`config.mk`:
```
export PLATFORM = sky130hd
export DESIGN_NAME = serial_add_ctrl
export DESIGN_NICKNAME = d
export VERILOG_FILES = /design/src/rtl/serial_add_ctrl_pkg.sv /design/src/rtl/fa.sv /design/src/rtl/serial_add_ctrl.sv
export SDC_FILE = /design/constraint.sdc
export NUM_CORES = 1
export LEC_CHECK = 0
export BUFFER_PORTS_ARGS = -buffer_cell sky130_fd_sc_hd__buf_4
export CAP_MARGIN = 0
export CORE_UTILIZATION = 40
export CTS_CLUSTER_SIZE = 16
export DETAILED_ROUTE_END_ITERATION = 16
export PLACE_DENSITY_LB_ADDON = 0.1
export SLEW_MARGIN = 40
export SYNTH_ARGS = -nofsm -noshare
export SYNTH_HDL_FRONTEND = slang
export SYNTH_SLANG_ARGS = --single-unit
```
`constraint.sdc`:
```
create_clock -name clk -period 3.9 [get_ports clk]
set_input_delay 0.78 -clock clk [delete_from_list [all_inputs] [get_ports clk]]
set_output_delay 0.78 -clock clk [all_outputs]
set_load 0.01 [all_outputs]
```
`src/rtl/serial_add_ctrl_pkg.sv`:
```
// Shared definitions for the bit-serial adder controller: FSM states,
// default operand width and the bit-counter width helper.
package serial_add_ctrl_pkg;

  localparam int DEFAULT_WIDTH = 16;

  typedef enum logic [1:0] {
    IDLE = 2'd0,
    RUN  = 2'd1,
    DONE = 2'd2
  } state_e;

  // Counter must be able to hold the value WIDTH itself.
  function automatic int cnt_width(input int width);
    return $clog2(width + 1);
  endfunction

endpackage

```
`src/rtl/fa.sv`:
```
// Single-bit full adder cell, the only arithmetic element of the serial adder.
module fa (
  input  logic a,
  input  logic b,
  input  logic ci,
  output logic s,
  output logic co
);

  assign s  = a ^ b ^ ci;
  assign co = (a & b) | (ci & (a ^ b));

endmodule

```
`src/rtl/serial_add_ctrl.sv`:
```
// Bit-serial adder/subtractor: one full-adder cell sequenced LSB first over WIDTH cycles.
// Optional subtract mode and sub port are enabled by defining SERIAL_ADD_SUB_EN.
module serial_add_ctrl
  import serial_add_ctrl_pkg::*;
#(
  parameter int WIDTH = DEFAULT_WIDTH
) (
  input  logic             clk,
  input  logic             rst,
  input  logic             start,
  input  logic [WIDTH-1:0] a,
  input  logic [WIDTH-1:0] b,
`ifdef SERIAL_ADD_SUB_EN
  input  logic             sub,
`endif
  output logic             busy,
  output logic             done,
  output logic [WIDTH-1:0] sum,
  output logic             cout,
  output logic             ovf
);

  localparam int CW = cnt_width(WIDTH);
  localparam logic [CW-1:0] LAST_BIT = CW'(WIDTH - 1);

  state_e           state_q;
  logic [WIDTH-1:0] a_q;
  logic [WIDTH-1:0] b_q;
  logic [WIDTH-2:0] res_q;
  logic [WIDTH-1:0] res_d;
  logic             carry_q;
  logic [CW-1:0]    cnt_q;
  logic             busy_q;
  logic             done_q;
  logic [WIDTH-1:0] sum_q;
  logic             cout_q;
  logic             ovf_q;
  logic             sub_w;
  logic             fa_s;
  logic             fa_co;

`ifdef SERIAL_ADD_SUB_EN
  assign sub_w = sub;
`else
  assign sub_w = 1'b0;
`endif

  fa u_fa (
    .a  (a_q[0]),
    .b  (b_q[0]),
    .ci (carry_q),
    .s  (fa_s),
    .co (fa_co)
  );

  // Partial result grows from the MSB side; on the last bit res_d is the full sum.
  assign res_d = {fa_s, res_q};

  // NOTE: all state uses non-blocking assignments so every register samples
  // pre-edge values; blocking here would let later statements see updated state.
  always_ff @(posedge clk) begin
    if (rst) begin
      state_q <= IDLE;
      a_q     <= '0;
      b_q     <= '0;
      res_q   <= '0;
      carry_q <= 1'b0;
      cnt_q   <= '0;
      busy_q  <= 1'b0;
      done_q  <= 1'b0;
      sum_q   <= '0;
      cout_q  <= 1'b0;
      ovf_q   <= 1'b0;
    end else begin
      done_q <= 1'b0;
      unique case (state_q)
        IDLE, DONE: begin
          if (start) begin
            state_q <= RUN;
            busy_q  <= 1'b1;
            a_q     <= a;
            b_q     <= sub_w ? ~b : b;
            carry_q <= sub_w;
            cnt_q   <= '0;
          end else begin
            state_q <= IDLE;
          end
        end
        RUN: begin
          res_q   <= res_d[WIDTH-1:1];
          carry_q <= fa_co;
          a_q     <= a_q >> 1;
          b_q     <= b_q >> 1;
          cnt_q   <= cnt_q + CW'(1);
          if (cnt_q == LAST_BIT) begin
            state_q <= DONE;
            busy_q  <= 1'b0;
            done_q  <= 1'b1;
            sum_q   <= res_d;
            cout_q  <= fa_co;
            // carry_q is the carry into the MSB during the last bit.
            ovf_q   <= carry_q ^ fa_co;
          end
        end
        default: state_q <= IDLE;
      endcase
    end
  end

  assign busy = busy_q;
  assign done = done_q;
  assign sum  = sum_q;
  assign cout = cout_q;
  assign ovf  = ovf_q;

endmodule

```
# Yosys cells after proc, flatten, opt, wreduce, memory -nomap -nowiden
# Cells that the tools add are included.
# op_classes
addsub,1
n_mux,15
bitwise,7
n_reduce_logical,7
eq_ne,5
# ops
op,n
16-bit case mux with 2 select lines,2
16-bit two-way mux,2
5-bit case mux with 2 select lines,1
"5-bit by 1-bit adder with 5-bit output, second input constant",1
"5-bit by 4-bit equality test with 1-bit output, second input constant",1
1-bit two-way mux,5
5-bit two-way mux,1
"2-bit != test, second input constant",2
1-bit case mux with 2 select lines,2
2-bit case mux with 2 select lines,1
2-bit AND reduction,2
2-bit OR reduction,2
3-bit AND reduction,1
1-bit XOR,3
1-bit bitwise AND,2
"2-bit by 1-bit equality test with 1-bit output, second input constant",1
"2-bit equality test, second input constant",1
2-bit logical NOT,1
2-bit two-way mux,1
2-bit nonzero test,1
1-bit NOT,1
1-bit OR,1
# totals
register_bits,75
input_bits,35

# Depth between registers and ports, before layout
# logic_depth
ltp_word,4
mapped_depth,7

# By module
# A second synthesis with hierarchy kept.
# unflattened
cells_unflattened,297
hier_area_um2,2806.4
# modules_own_cells
mod,seq_area_each_um2,area_per_inst_um2,cells_each,instances
serial_add_ctrl,1501.4,2786.4,296,1
fa,0.0,20.0,1,1

# Worst setup path after synthesis
# OpenSTA, ideal clock, no wires.
# synth_path
path_kind,reg-to-reg
from,register cnt_q[0]
to,register sum_q[8] (netlist: sum[8])
setup_slack_ns,2.337
period_less_slack_ns,1.563
setup_time_ns,0.116
t_arrival_ns,1.447
path_stages_with_launch,8
t_required_ns,3.784
cell_sequence,dfxtp_1 ha_1 and3_1 ha_1 nand3b_4 inv_2 buf_6 a22o_4
# synth_between
elab_chain_len,2
# synth_rtl
item,line,text
"start, declared",serial_add_ctrl.sv:32,logic [CW-1:0] cnt_q;
"start signal, assigned",serial_add_ctrl.sv:94,cnt_q <= cnt_q + CW'(1);
5-bit by 4-bit equality test with 1-bit output,serial_add_ctrl.sv:95,if (cnt_q == LAST_BIT) begin
2-bit AND reduction (no source line),-,
"end signal, assigned",serial_add_ctrl.sv:99,sum_q <= res_d;
"end, declared",serial_add_ctrl.sv:35,logic [WIDTH-1:0] sum_q;
# No other way between the ends.
# A chain may end at the register's enable or synchronous reset.

# Final worst setup path
# layout_path
from,input port start
to,register a_q[8]
# layout_between
elab_chain_len,2
# layout_rtl
item,line,text
"start, declared",serial_add_ctrl.sv:10,"input logic start,"
2-bit != test (no source line),-,
2-bit AND reduction (no source line),-,
"end signal, assigned",serial_add_ctrl.sv:92,a_q <= a_q >> 1;
"end, declared",serial_add_ctrl.sv:27,logic [WIDTH-1:0] a_q;
# No other way between the ends.

==> results.cfg <==
[power]
sequentialPowerShare_pct = 50.1
pwr-share-clk_pct = 40.8
switchingPower_uw = 395
power.leakage_uw = 0.00136
p_int_uw = 1220
p_comb_share_pct = 9.1
vdd_drop_max_v = 0.000160
sw_frac_of_total_pct = 24.4
powerDensity_nw_per_um2 = 460

[timing]
worst_slew_pin_slew_ps = 821
rsz0062_at_grt = no
setup_violations = 0
maxSlewViolCount = 0
finalHoldWorstSlack_ps = 463
skew_ps = 9.98
fin_crit_sh_pct = 47.3
post-route-min-period_ps = 1850
hold_viol = 0
slew_headroom_pct = 45.0
max_clock_freq_mhz = 542
fin_ws_ps = 2050
tns_ps = 0

[clock_network]
cts_resized = 0
numCtsBuffers = 9
root_buffer = clkbuf_8
clockBufferDepth = 2
clock_latency_ps = 340
clock_sinks = 75
cts_tree = yes
ctsHoldBuffers = 0
htreeDepth = 3
cts_setup_buffers = 0
clk_pin_slew_ps = 80

[logic_synthesis]
synth_seq_area_share_pct = 52.3
yosys.area.top_type_share_pct = 52.3
synth_top_family_by_area = compound AO/OA/AOI/OAI gates
synthCells = 300
yosys.area.top_type = dfxtp_1
synth-seq-cells = 75
synth-compound-area-share_pct = 24.3
synth_fp_nets = 338
yosys_warnings = 0
synth_cell_types = 32
syn_area_sq_um = 2870
synthTopCellsByArea = dfxtp_1 52%, a21oi_1 8.9%, a22oi_1 7.8%, nand3_1 6.3%, a22o_1 4.6%
yosys.area_share.simple_pct = 13.9
synth.area.mux_share_pct = 0.916
synth-xor-area-share_pct = 0.305
synthAdderAreaFrac_pct = 1.57
syn_avg_cell_area_sq_um = 9.56

[cells_and_area]
fillers = 682
n_antenna_cell = 0
fin_nets = 379
drive_above_1_share_pct = 24.3
final_cells = 442
areaGrowthSynthToFinish_pct = 22.4

[outcome]
status = completed

[grt]
grt_overflow_total = 0
grt_pass1_wl_mm = 9.78
track_usage_pct = 16.4
grt_antenna_before_repair = 0
grt_pass1_vias = 2168
grt_max_degree = 58

[detailed_routing]
viasPerCell = 5.21
routed.top_layer = met4
drt-initial-drc-count = 104
dr.pass1.iters = 4
wl_met3_um = 225
m1WireLength_mm = 2.80
drc = 0
vias = 2302
wl_per_cell_um = 13.2
ant_nets = 0
totalWireLength_mm = 5.82
wl_met2_mm = 2.70

[placement]
place.gp.congestion = 0.676
dp_hpwl_mm = 3.50
placedCellCount = 426
place_ws_ps = 1720
portBuffers = 54

[critical_path]
cp.arrival_ps = 2110
worstPathRequired_ps = 4170
critPathMaxStageDelay_ps = 660
worstPathMaxFanout = 20
start_kind = input pin
path_cells = buf_4 -> nor2b_2 -> buf_4 -> a22oi_1 -> a21oi_1
crit_path_top_delay_cell = nor2b_2
cp_common_cell = buf_4
worstSetupPathType = input pin to flop
crit_path_end_kind = flop

[floorplanning]
die_height_um = 86.7
ioPinCount = 55
coreArea_sq_um = 6870
rows = 30
die_area_sq_um = 7520
initial_core_util_pct = 41.8
die_width_um = 86.7

[flow_run]
max_cap_violations = 0

[min_path]
min_path_type = flop to flop
[power groups by stage]
stage               Combinational (uW)  Sequential (uW)  Clock (uW)
floorplan                          104              822           0
global placement                   143              826           0
detailed placement                 150              826           0
CTS                                150              809         679
global route                       163              813         709
finish                             148              809         658
[metrics by stage]
step	total power [uW]	cell area (sq um)	utilization, %
finish	1610	3510	51.1
detailed placement	976	3290	47.9
global placement	969	3250	47.4
floorplan	926	2870	-
global route	1680	3510	51.1
CTS	1640	3510	51.1
[flip-flops by register name (all words and copies together), names as in the netlist]
signal   flops
cnt_q        5
cout         1
state_q      2
sum         16
b_q         16
a_q         16
carry_q      1
res_q       15
busy         1
done         1
ovf          1
[Yosys cell counts (all sizes together)]
library cell and instances:
a211oi 2, a21oi 52, a22o 16, a22oi 30, and3 1, buf 27, clkbuf 1, dfxtp 75
fa 1, ha 2, inv 6, mux2 2, nand2 31, nand2b 5, nand3 36, nand3b 1
nand4 1, nor2 3, nor2b 2, nor3b 1, o21a 2, o2bb2ai 2, xnor2 1
[kinds of logic after synthesis]
group | Yosys count
AO/OA/AOI/OAI | 104
AND/OR/NAND/NOR | 81
buffers and inverters | 34
multiplexers | 2
XOR/XNOR | 1
adder cells (fa/ha/maj) | 3
flip-flops | 75
[routing by layer]
layer | up-vias | GRT usage (%)
met5 | - | 0
met4 | 0 | 7.73
met3 | 9 | 3.14
met2 | 53 | 28.4
met1 | 1081 | 19.7
li1 | 1159 | -
[final timing paths]
path	slack, ps	from	to	cells after the start
max	2050	start	a_q[8]	5
min	460	res_q[0]	res_q[0]	2
max reg2reg	2120	cnt_q[0]	sum[13]	5
min reg2reg	460	res_q[0]	res_q[0]	2
[critical path, delay by kind of cell]
family | cells | cell delay (ps)
compound gates | 2 | 220
simple gates | 1 | 660
buf+inv | 2 | 430
[layout make-up]
| type | count | area, sq um | area share (%) |
|---|---|---|---|
| Clock buffer | 9 | 124 | 3.53 |
| Clock inverter | 7 | 101 | 2.89 |
| Inverter | 6 | 22.5 | 0.641 |
| Multi-Input combinational cell | 191 | 1190 | 33.8 |
| Sequential cell | 75 | 1500 | 42.8 |
| Tap cell | 96 | 120 | 3.42 |
| Timing Repair Buffer | 58 | 455 | 13.0 |
[placed cells by master, fill, tap and decap left out, drive strengths merged]
| cell type | synthesis | routed |
|---|---|---|
| dfxtp | 75 | 75 |
| buf | 27 | 58 |
| a21oi | 52 | 52 |
| nand3 | 36 | 36 |
| nand2 | 31 | 31 |
| a22oi | 30 | 30 |
| a22o | 16 | 16 |
| clkbuf | 1 | 9 |
| inv | 6 | 7 |
| nand2b | 5 | 5 |
| nor2 | 3 | 3 |
| o2bb2ai | 2 | 2 |
| o21a | 2 | 2 |
| ha | 2 | 2 |
| clkinv | 0 | 2 |
| bufinv | 0 | 2 |
| clkinvlp | 0 | 2 |
| nor2b | 2 | 2 |
| mux2 | 2 | 2 |
| a211oi | 2 | 2 |
| and3 | 1 | 1 |
| nor3b | 1 | 1 |
| nand4 | 1 | 1 |
| nand3b | 1 | 1 |
| xnor2 | 1 | 1 |
| fa | 1 | 1 |
No activity file was read; power rests on OpenSTA's default activity.
